==> src/rtl/fp_pkg.sv <==
// Shared definitions for the FP normalisation datapath: rounding modes,
// GRS bit positions and exponent helpers.
package fp_pkg;

    typedef enum logic [1:0] {
        RND_RNE = 2'd0,
        RND_RTZ = 2'd1,
        RND_RUP = 2'd2,
        RND_RDN = 2'd3
    } rnd_mode_e;

    localparam int GRS_G = 2;
    localparam int GRS_R = 1;
    localparam int GRS_S = 0;

    // All-ones biased exponent (inf/NaN encoding) for an exponent of the given width.
    function automatic logic [31:0] exp_all_ones(input int unsigned exp_w);
        return (32'd1 << exp_w) - 32'd1;
    endfunction

endpackage

==> src/rtl/fp_round_pipe_if.sv <==
// Upstream/downstream beat bus of the rounding stage; master drives operands
// and iReady, slave is the rounding pipe itself.
interface fp_round_pipe_if #(
    parameter int MANT_W = 23,
    parameter int EXP_W  = 8
);
    logic              iValid;
    logic              oReady;
    logic              iSign;
    logic [EXP_W-1:0]  iExp;
    logic [MANT_W:0]   iMant;
    logic [2:0]        iGRS;
    logic [1:0]        iMode;
    logic              oValid;
    logic              iReady;
    logic              oSign;
    logic [EXP_W-1:0]  oExp;
    logic [MANT_W:0]   oMant;
    logic              oCarry;
    logic              oOverflow;
    logic              oInexact;

    modport master (
        output iValid, iSign, iExp, iMant, iGRS, iMode, iReady,
        input  oReady, oValid, oSign, oExp, oMant, oCarry, oOverflow, oInexact
    );

    modport slave (
        input  iValid, iSign, iExp, iMant, iGRS, iMode, iReady,
        output oReady, oValid, oSign, oExp, oMant, oCarry, oOverflow, oInexact
    );
endinterface

==> src/rtl/fp_round_pipe_round_inc.sv <==
// Rounding increment decision: whether the kept mantissa must be bumped by one
// ulp given the sign, its LSB, the discarded GRS bits and the rounding mode.
module round_inc
    import fp_pkg::*;
(
    input  logic      sign,
    input  logic      lsb,
    input  logic [2:0] grs,
    input  rnd_mode_e mode,
    output logic      inc
);

    // Mode-dependent increment; RNE breaks exact ties toward an even LSB.
    always_comb begin
        inc = 1'b0;
        case (mode)
            RND_RNE: inc = grs[GRS_G] & (grs[GRS_R] | grs[GRS_S] | lsb);
            RND_RTZ: inc = 1'b0;
            RND_RUP: inc = ~sign & (|grs);
            RND_RDN: inc = sign & (|grs);
            default: inc = 1'b0;
        endcase
    end

endmodule

==> src/rtl/fp_round_pipe.sv <==
// Two-stage rounding and post-normalisation pipe with valid/ready handshake,
// placed between the leading-zero normaliser and the result packer.
module fp_round_pipe
    import fp_pkg::*;
#(
    parameter int MANT_W = 23,
    parameter int EXP_W  = 8
) (
    input  logic             iClk,
    input  logic             iRst_n,
    fp_round_pipe_if.slave   bus
);

    localparam logic [EXP_W-1:0] EXP_MAX = EXP_W'(exp_all_ones(EXP_W));

    logic              s1_valid_r;
    logic              s1_sign_r;
    logic [EXP_W-1:0]  s1_exp_r;
    logic [MANT_W:0]   s1_mant_r;
    logic              s1_inc_r;
    logic              s1_inexact_r;

    logic              s2_valid_r;
    logic              s2_sign_r;
    logic [EXP_W-1:0]  s2_exp_r;
    logic [MANT_W:0]   s2_mant_r;
    logic              s2_carry_r;
    logic              s2_ovf_r;
    logic              s2_inexact_r;

    logic              s2_load_s;
    logic              ready_s;
    logic              accept_s;
    logic              special_in_s;
    logic              inc_raw_s;
    logic [MANT_W+1:0] sum_s;
    logic [EXP_W-1:0]  exp_inc_s;
    logic [EXP_W-1:0]  nxt_exp_s;
    logic [MANT_W:0]   nxt_mant_s;
    logic              nxt_carry_s;
    logic              nxt_ovf_s;

    // No skid buffer: upstream ready follows downstream ready combinationally.
    assign s2_load_s    = ~s2_valid_r | bus.iReady;
    assign ready_s      = ~s1_valid_r | s2_load_s;
    assign accept_s     = bus.iValid & ready_s;
    assign special_in_s = (bus.iExp == EXP_MAX);

    round_inc u_round_inc (
        .sign (bus.iSign),
        .lsb  (bus.iMant[0]),
        .grs  (bus.iGRS),
        .mode (rnd_mode_e'(bus.iMode)),
        .inc  (inc_raw_s)
    );

    // Stage 1 occupancy.
    always_ff @(posedge iClk or negedge iRst_n) begin
        if (!iRst_n) begin
            s1_valid_r <= 1'b0;
        end else if (ready_s) begin
            s1_valid_r <= bus.iValid;
        end else begin
            s1_valid_r <= s1_valid_r;
        end
    end

    // Stage 1 operand capture; inf/NaN beats never round and never flag inexact.
    always_ff @(posedge iClk) begin
        if (accept_s) begin
            s1_sign_r    <= bus.iSign;
            s1_exp_r     <= bus.iExp;
            s1_mant_r    <= bus.iMant;
            s1_inc_r     <= inc_raw_s & ~special_in_s;
            s1_inexact_r <= (|bus.iGRS) & ~special_in_s;
        end
    end

    assign sum_s     = {1'b0, s1_mant_r} + (MANT_W+2)'(s1_inc_r);
    assign exp_inc_s = s1_exp_r + {{(EXP_W-1){1'b0}}, 1'b1};

    // Renormalise on carry-out; saturate to infinity when the exponent tops out.
    // Denormals cannot carry out of the hidden bit, so they keep their exponent.
    always_comb begin
        nxt_exp_s   = s1_exp_r;
        nxt_mant_s  = sum_s[MANT_W:0];
        nxt_carry_s = 1'b0;
        nxt_ovf_s   = 1'b0;
        if (sum_s[MANT_W+1]) begin
            nxt_carry_s = 1'b1;
            nxt_exp_s   = exp_inc_s;
            nxt_mant_s  = {1'b1, sum_s[MANT_W:1]};
            if (exp_inc_s == EXP_MAX) begin
                nxt_ovf_s  = 1'b1;
                nxt_mant_s = {1'b1, {MANT_W{1'b0}}};
            end else begin
                nxt_ovf_s  = 1'b0;
            end
        end else begin
            nxt_carry_s = 1'b0;
        end
    end

    // Stage 2 output registers; held while the downstream stalls.
    always_ff @(posedge iClk or negedge iRst_n) begin
        if (!iRst_n) begin
            s2_valid_r   <= 1'b0;
            s2_sign_r    <= 1'b0;
            s2_exp_r     <= '0;
            s2_mant_r    <= '0;
            s2_carry_r   <= 1'b0;
            s2_ovf_r     <= 1'b0;
            s2_inexact_r <= 1'b0;
        end else if (s2_load_s) begin
            s2_valid_r <= s1_valid_r;
            if (s1_valid_r) begin
                s2_sign_r    <= s1_sign_r;
                s2_exp_r     <= nxt_exp_s;
                s2_mant_r    <= nxt_mant_s;
                s2_carry_r   <= nxt_carry_s;
                s2_ovf_r     <= nxt_ovf_s;
                s2_inexact_r <= s1_inexact_r;
            end
        end
    end

    assign bus.oReady    = ready_s;
    assign bus.oValid    = s2_valid_r;
    assign bus.oSign     = s2_sign_r;
    assign bus.oExp      = s2_exp_r;
    assign bus.oMant     = s2_mant_r;
    assign bus.oCarry    = s2_carry_r;
    assign bus.oOverflow = s2_ovf_r;
    assign bus.oInexact  = s2_inexact_r;

endmodule

==> src/flat_wrapper.sv <==
// flat-port wrapper written by rule: the top's interface ports become plain ports
module fp_round_pipe_flat import fp_pkg::*;
#(
    parameter int MANT_W = 23,
    parameter int EXP_W  = 8
)
  (iClk, iRst_n, bus_iValid, bus_iSign, bus_iExp, bus_iMant, bus_iGRS, bus_iMode, bus_iReady, bus_oReady, bus_oValid, bus_oSign, bus_oExp, bus_oMant, bus_oCarry, bus_oOverflow, bus_oInexact);
  fp_round_pipe_if #(.MANT_W(MANT_W), .EXP_W(EXP_W)) bus_i ();
  input  logic iClk;
  input  logic iRst_n;
  input wire logic [$bits(bus_i.iValid)-1:0] bus_iValid;
  input wire logic [$bits(bus_i.iSign)-1:0] bus_iSign;
  input wire logic [$bits(bus_i.iExp)-1:0] bus_iExp;
  input wire logic [$bits(bus_i.iMant)-1:0] bus_iMant;
  input wire logic [$bits(bus_i.iGRS)-1:0] bus_iGRS;
  input wire logic [$bits(bus_i.iMode)-1:0] bus_iMode;
  input wire logic [$bits(bus_i.iReady)-1:0] bus_iReady;
  output wire logic [$bits(bus_i.oReady)-1:0] bus_oReady;
  output wire logic [$bits(bus_i.oValid)-1:0] bus_oValid;
  output wire logic [$bits(bus_i.oSign)-1:0] bus_oSign;
  output wire logic [$bits(bus_i.oExp)-1:0] bus_oExp;
  output wire logic [$bits(bus_i.oMant)-1:0] bus_oMant;
  output wire logic [$bits(bus_i.oCarry)-1:0] bus_oCarry;
  output wire logic [$bits(bus_i.oOverflow)-1:0] bus_oOverflow;
  output wire logic [$bits(bus_i.oInexact)-1:0] bus_oInexact;
  assign bus_i.iValid = bus_iValid;
  assign bus_i.iSign = bus_iSign;
  assign bus_i.iExp = bus_iExp;
  assign bus_i.iMant = bus_iMant;
  assign bus_i.iGRS = bus_iGRS;
  assign bus_i.iMode = bus_iMode;
  assign bus_i.iReady = bus_iReady;
  assign bus_oReady = bus_i.oReady;
  assign bus_oValid = bus_i.oValid;
  assign bus_oSign = bus_i.oSign;
  assign bus_oExp = bus_i.oExp;
  assign bus_oMant = bus_i.oMant;
  assign bus_oCarry = bus_i.oCarry;
  assign bus_oOverflow = bus_i.oOverflow;
  assign bus_oInexact = bus_i.oInexact;
  fp_round_pipe #(.MANT_W(MANT_W), .EXP_W(EXP_W)) u_core (.iClk(iClk), .iRst_n(iRst_n), .bus(bus_i));
endmodule
==> config.mk <==
export PLATFORM = sky130hd
export DESIGN_NAME = fp_round_pipe_flat
export DESIGN_NICKNAME = d
export VERILOG_FILES = /design/src/rtl/fp_pkg.sv /design/src/rtl/fp_round_pipe_if.sv /design/src/rtl/fp_round_pipe_round_inc.sv /design/src/rtl/fp_round_pipe.sv /design/src/flat_wrapper.sv
export SDC_FILE = /design/constraint.sdc
export NUM_CORES = 1
export LEC_CHECK = 0
export CORE_ASPECT_RATIO = 1.75
export CORE_MARGIN = 2
export CORE_UTILIZATION = 35
export DETAILED_ROUTE_END_ITERATION = 7
export PLACE_DENSITY = 0.6
export SLEW_MARGIN = 20
export SYNTH_ARGS = -nofsm -noshare
export SYNTH_HDL_FRONTEND = slang
export SYNTH_SLANG_ARGS = --single-unit
==> constraint.sdc <==
create_clock -name iClk -period 4.81 [get_ports iClk]
set_clock_uncertainty 0.1 [all_clocks]
set_input_delay 0.481 -clock iClk [delete_from_list [all_inputs] [get_ports iClk]]
set_output_delay 0.481 -clock iClk [all_outputs]
set_load 0.01 [all_outputs]
==> impl_metrics.yaml, run 1 <==
clock_tree:
  worst_skew_pair.late_latency_ns: 0.33
  cts-resized-gates: 0
  htree_levels: 3
  cts_hold_buf: 0
  cts_tree: "done"
  clockBufferDepth: 2
  clk_pin_slew_ns: 0.05
  cts_root_buf: "clkbuf_16"
  numCtsBuffers: 9
  cts_setup_buffers: 0
  cts_num_sinks: 73
floorplan:
  pin_count: 80
  die_w_microns: 76.8
  start_util_pct: 35.9
  dieArea_sq_mm: 0.0101
  fp.dieH_microns: 131
  core_area_sq_mm: 0.00904
  rows: 46
pwr:
  peakVddDrop_mv: 0.240
  p_leak_nw: 1.62
  powerDensity_mw_per_mm2: 382
synth:
  postSynthCellCount: 283
  synthTopCellsByCount: "nand2_1, dfrtp_1, edfxtp_1"
  yosys.cell_types.count: 38
  synth_edf_count: 35
  syn_area_per_cell_sq_um: 11.5
  ys_seq_area_share_pct: 61.7
  synthTopCellsByArea: "edfxtp_1, dfrtp_1, nand2_1, xnor2_1, xor2_1"
  synthesis.nets: 329
  syn_area_sq_mm: 0.00324
  asyncSetResetFlopFracSynth_pct: 52.1
  synth_top_area_cell: "edfxtp_1"
  ys_ff_latch: 73
  ys.flop_type: "dfrtp_1"
  yosysMostFrequentCell: "nand2_1"
  yosysTopAreaCellShare_pct: 32.4
  synth_warnings: 0
setup_path:
  crit_start: "u_core.s1_inc_r$_DFFE_PP_"
  cp_cell_sequence: "ha_1 > ha_1 > and2_0 > nand4_1 > nor2_4 > a31oi_2 > a21oi_1"
  startpoint_type: "flop"
  crit_family: "simple AND/OR/NAND/NOR gates"
  crit_path_frequent_cell: "ha_1"
  slowest_stage: "nand4_1"
  worstPathArrival_ns: 2.58
  crit_fanout: 10
  critPathMaxStageDelay_ns: 0.40
  critPathRequiredTime_ns: 4.96
  critPathKind: "reg -> reg"
  end_kind: "flop"
  critPathBufInv: 0
  timing.rr.start: "u_core.s1_inc_r$_DFFE_PP_"
timing:
  relSlewSlack_pct: 40.9
  min_period_ns: 2.43
  fmax_ghz: 0.412
  worstMarginPinSlew_ns: 0.886
  setup_tns_ns: 0
  period_share_pct: 50.5
  setup_viol: 0
  finalMaxSlewViolations: 0
  hold_ws_ns: 0.161
  hold_viol: 0
  rsz0062_at_grt: "false"
placement:
  hpwl_microns: 5280
  port-buffer-count: 79
  numPlacedInstances: 477
  globalplace.congestion: 0.801
cells_and_area:
  finalNetCount: 414
  fillers: 844
  syn2layout_area_growth_pct: 36.9
  drive_gt1_share_pct: 7.77
  diodes: 0
  final_cells: 493
  utilization_pct: 49.1
global_route:
  grt_usage_pct: 15.9
  antenna_found_initial: 0
  grt_pass1_wl_microns: 12400
  grt_overflow: 0
  grt_pass1_vias: 2521
  grt_max_degree: 39
drt:
  drt_iter0_markers: 122
  drcViolationCount: 0
  detail-route-antenna-nets: 0
  wl_per_cell_microns: 14.6
  drt-total-wl_microns: 7210
  vias_per_cell: 4.82
  num_vias: 2374
  drt-pass1-iter-count: 4
run_status:
  outcome: "finished clean"
flow_run:
  cap_violations: 0
hold_path:
  hold_class: "in -> async"
-- layer usage --
layer	routed length (microns)	up-vias	track usage (%)
met3	259	10	3.50
met4	141	0	7.58
met2	3940	57	28.5
met1	2860	1134	17.6
met5	0	-	0
li1	-	1173	-
-- through the flow --
stage,worst slack [ns],area [sq um],total power [mW]
after floorplan,2.76,3240,0.891
after global placement,2.47,4150,1.07
after detailed placement,2.33,4150,1.07
after CTS,2.31,4440,1.71
after global routing,2.08,4440,1.77
final,2.38,4440,1.69
-- flip-flops by register name, summed over array words and instances (netlist names), 8 cells and up --
signal and flops:
u_core.bus.oMant 24, u_core.s1_mant_r 24, u_core.s1_exp_r 8, u_core.bus.oExp 8
-- power by group --
group	leakage [nW]	switching, mW	internal (mW)
clock network	0.136	0.246	0.397
registers	0.784	0.0486	0.730
logic	0.698	0.121	0.152
-- final cells by class --
| class | count | area (sq um) | share of cell area, % |
|---|---|---|---|
| Inverter | 5 | 18.8 | 0.423 |
| Multi-Input combinational cell | 198 | 1180 | 26.6 |
| Clock buffer | 10 | 229 | 5.16 |
| Tap cell | 120 | 150 | 3.38 |
| Timing Repair Buffer | 81 | 801 | 18.0 |
| Clock inverter | 6 | 58.8 | 1.32 |
| Sequential cell | 73 | 2000 | 45.1 |
-- layout by cell type (no fill, tap or decap), types with 8 or more instances in the layout --
cell | synthesis | routed
a21oi_1 | 12 | 12
edfxtp_1 | 35 | 35
o21ai_0 | 10 | 10
clkdlybuf4s50_1 | 0 | 78
nor3_1 | 8 | 8
xor2_1 | 12 | 12
nor2_1 | 21 | 21
nand3_1 | 12 | 12
clkbuf_16 | 0 | 9
nand4_1 | 9 | 9
xnor2_1 | 18 | 18
nand2_1 | 46 | 46
dfrtp_1 | 38 | 38
-- final timing paths --
kind	end	slack (ns)	depth (start not counted)
hold reg to reg	u_core.bus.oInexact$_DFFE_PN0P_	0.34	2
setup / recovery	u_core.bus.oMant[10]$_DFFE_PN0P_	2.38	7
min in group iClk	u_core.bus.oInexact$_DFFE_PN0P_	0.34	2
hold / removal	u_core.bus.oSign$_DFFE_PN0P_	0.16	1
setup reg to reg	u_core.bus.oMant[10]$_DFFE_PN0P_	2.38	7
max in group asynchronous	u_core.bus.oMant[22]$_DFFE_PN0P_	3.88	1
-- logic make-up after synthesis --
kind of cell / after synthesis / share of synthesized area [%]
DFF: 73 / 61.7
buffers and inverters: 12 / 1.85
AOI/OAI and AO/OA: 37 / 6.48
and+or+nand+nor: 125 / 19.7
adders and majority gates: 4 / 1.54
muxes: 2 / 0.617
xor gates and xnor gates: 30 / 8.10
-- worst reg2reg max path: stages, from the launching register on --
cell	delay, ns
edfxtp_1	0.32
ha_1	0.16
ha_1	0.20
and2_0	0.31
nand4_1	0.40
nor2_4	0.34
a31oi_2	0.29
a21oi_1	0.23
(Power assumes the default switching activity.)
==> inputs of run 2 (changes only) <==
- PLACE_DENSITY: 0.6 -> 0.62
- clock period: 4.81 -> 2.1 ns (I/O delays scaled with it)
==> impl_metrics.yaml, run 2 (synthesized netlist as in run 1, its figures left out) <==
floorplan:
  pin_count: 80
  start_util_pct: 35.9
  fp.dieH_microns: 131
  die_w_microns: 76.8
  rows: 46
  dieArea_sq_mm: 0.0101
  core_area_sq_mm: 0.00904
cells_and_area:
  finalNetCount: 448
  diodes: 0
  syn2layout_area_growth_pct: 44.9
  drive_gt1_share_pct: 14.5
  final_common_cell: "clkdlybuf4s50_1"
  mostFrequentLayoutCells: "clkdlybuf4s50_1, nand2_1, dfrtp_1"
  final_area_sq_mm: 0.00470
setup_path:
  critPathMaxStageDelay_ns: 0.65
  slowest_stage: "or4_4"
  end_kind: "flop"
  worstPathArrival_ns: 2.26
  cp_cell_sequence: "nand4_1 > or4_4 > buf_6 > or3b_1 > xor2_1 > o21ai_1"
  critPathRequiredTime_ns: 2.26
  startpoint_type: "flop"
  crit_fanout: 8
  critPathKind: "reg -> reg"
pwr:
  p_leak_nw: 1.80
  p_total_mw: 3.77
  powerDensity_mw_per_mm2: 802
  peakVddDrop_mv: 0.491
drt:
  vias_per_cell: 4.72
  num_vias: 2490
  drt_iter0_markers: 105
  wl_per_cell_microns: 14.5
  detail-route-antenna-nets: 0
  drcViolationCount: 0
  drt-pass1-iter-count: 4
  drt-total-wl_microns: 7620
timing:
  setup_viol: 1
  finalMaxSlewViolations: 0
  worstMarginPinSlew_ns: 0.495
  fmax_ghz: 0.475
  hold_viol: 0
  period_share_pct: 100
  timing.final.ws_setup_ns: -0.00509
  relSlewSlack_pct: 67.0
  rsz0062_at_grt: "true"
  min_period_ns: 2.11
clock_tree:
  clockBufferDepth: 2
  htree_levels: 3
  worst_skew_pair.late_latency_ns: 0.33
  numCtsBuffers: 9
  cts_root_buf: "clkbuf_16"
  cts_tree: "done"
  clk_pin_slew_ns: 0.05
  cts_num_sinks: 73
run_status:
  violations: "negative setup slack"
  outcome: "finished, violations left"
global_route:
  grt_pass1_wl_microns: 12600
  grt_overflow: 0
  antenna_found_initial: 0
  grt_max_degree: 39
  grt_pass1_vias: 2557
  grt_usage_pct: 16.3
placement:
  globalplace.congestion: 0.804
  port-buffer-count: 79
  hpwl_microns: 5740
  place_area_sq_mm: 0.00436
hold_path:
  hold_class: "in -> reg"
flow_run:
  cap_violations: 0
==> run 2: changes by cell type in the layout (fill, tap and decap cells not counted), moves of 2 or more <==
cell / change
buf_4: +30
clkinv_1: +3
clkinvlp_4: -2
buf_6: +2
==> run 2: power breakdown <==
group	switching (mW)	leakage [nW]	internal [mW]
combinational	0.299	0.892	0.383
clock	0.537	0.126	0.777
sequential	0.100	0.784	1.67
==> run 2: final cells by class <==
cell class	instances	area, sq um
Fill cell	832	4340
Sequential cell	73	2000
Multi-Input combinational cell	198	1200
Timing Repair Buffer	115	1080
Clock buffer	10	229
Tap cell	120	150
Clock inverter	6	25.0
Inverter	5	18.8
==> run 2: through the flow <==
stage | hold slack (ns) | setup slack, ns | TNS [ns] | cells | util (%)
final | 0.328 | -0.00509 | -0.00509 | 527 | 52.0
after global placement | 0.199 | 0.0949 | 0 | 503 | 48.3
after global routing | 0.318 | -0.0696 | -0.421 | 527 | 52.0
after CTS | 0.311 | 0.0304 | 0 | 520 | 51.2
after floorplan | -0.186 | 0.0464 | 0 | 283 | -
after detailed placement | 0.198 | 0.0623 | 0 | 503 | 48.3
==> run 2: repair_timing <==
item,in CTS,in global routing
hold buffers,1,0
setup endpoints to repair,0,15
hold endpoints to repair,38,0
setup buffers,0,7
resized for setup,0,5
==> run 2: worst paths after layout <==
kind	startpoint	to	slack (ns)	cells past startpoint
hold reg to reg	u_core.s1_inexact_r$_DFFE_PP_	u_core.bus.oInexact$_DFFE_PN0P_	0.34	2
min in group asynchronous	iRst_n	u_core.bus.oExp[2]$_DFFE_PN0P_	0.36	3
max in group asynchronous	iRst_n	u_core.bus.oMant[11]$_DFFE_PN0P_	1.19	3
setup reg to reg	u_core.s1_mant_r[14]$_DFFE_PP_	u_core.bus.oExp[7]$_DFFE_PN0P_	-0.005	6
setup / recovery	u_core.s1_mant_r[14]$_DFFE_PP_	u_core.bus.oExp[7]$_DFFE_PN0P_	-0.005	6
hold / removal	bus_iMant[21]	u_core.s1_mant_r[21]$_DFFE_PP_	0.33	1
==> run 2: per-layer routing <==
metal / up-vias / wire (microns) / part of all wire (%) / global-route usage, %
li1: 1244 / - / - / -
met4: 0 / 181 / 2.4 / 7.68
met5: - / 0 / 0 / 0
met3: 12 / 299 / 3.9 / 4.53
met2: 51 / 4250 / 56 / 29.5
met1: 1183 / 2890 / 38 / 16.9
==> run 2: critical path, delay by kind of cell (launching register included) <==
| kind | cells | cell delay (ns) |
|---|---|---|
| buffers and inverters | 1 | 0.16 |
| AO/OA/AOI/OAI | 1 | 0.12 |
| XOR/XNOR | 1 | 0.14 |
| AND/OR/NAND/NOR | 3 | 1.14 |
| flip-flops | 1 | 0.37 |
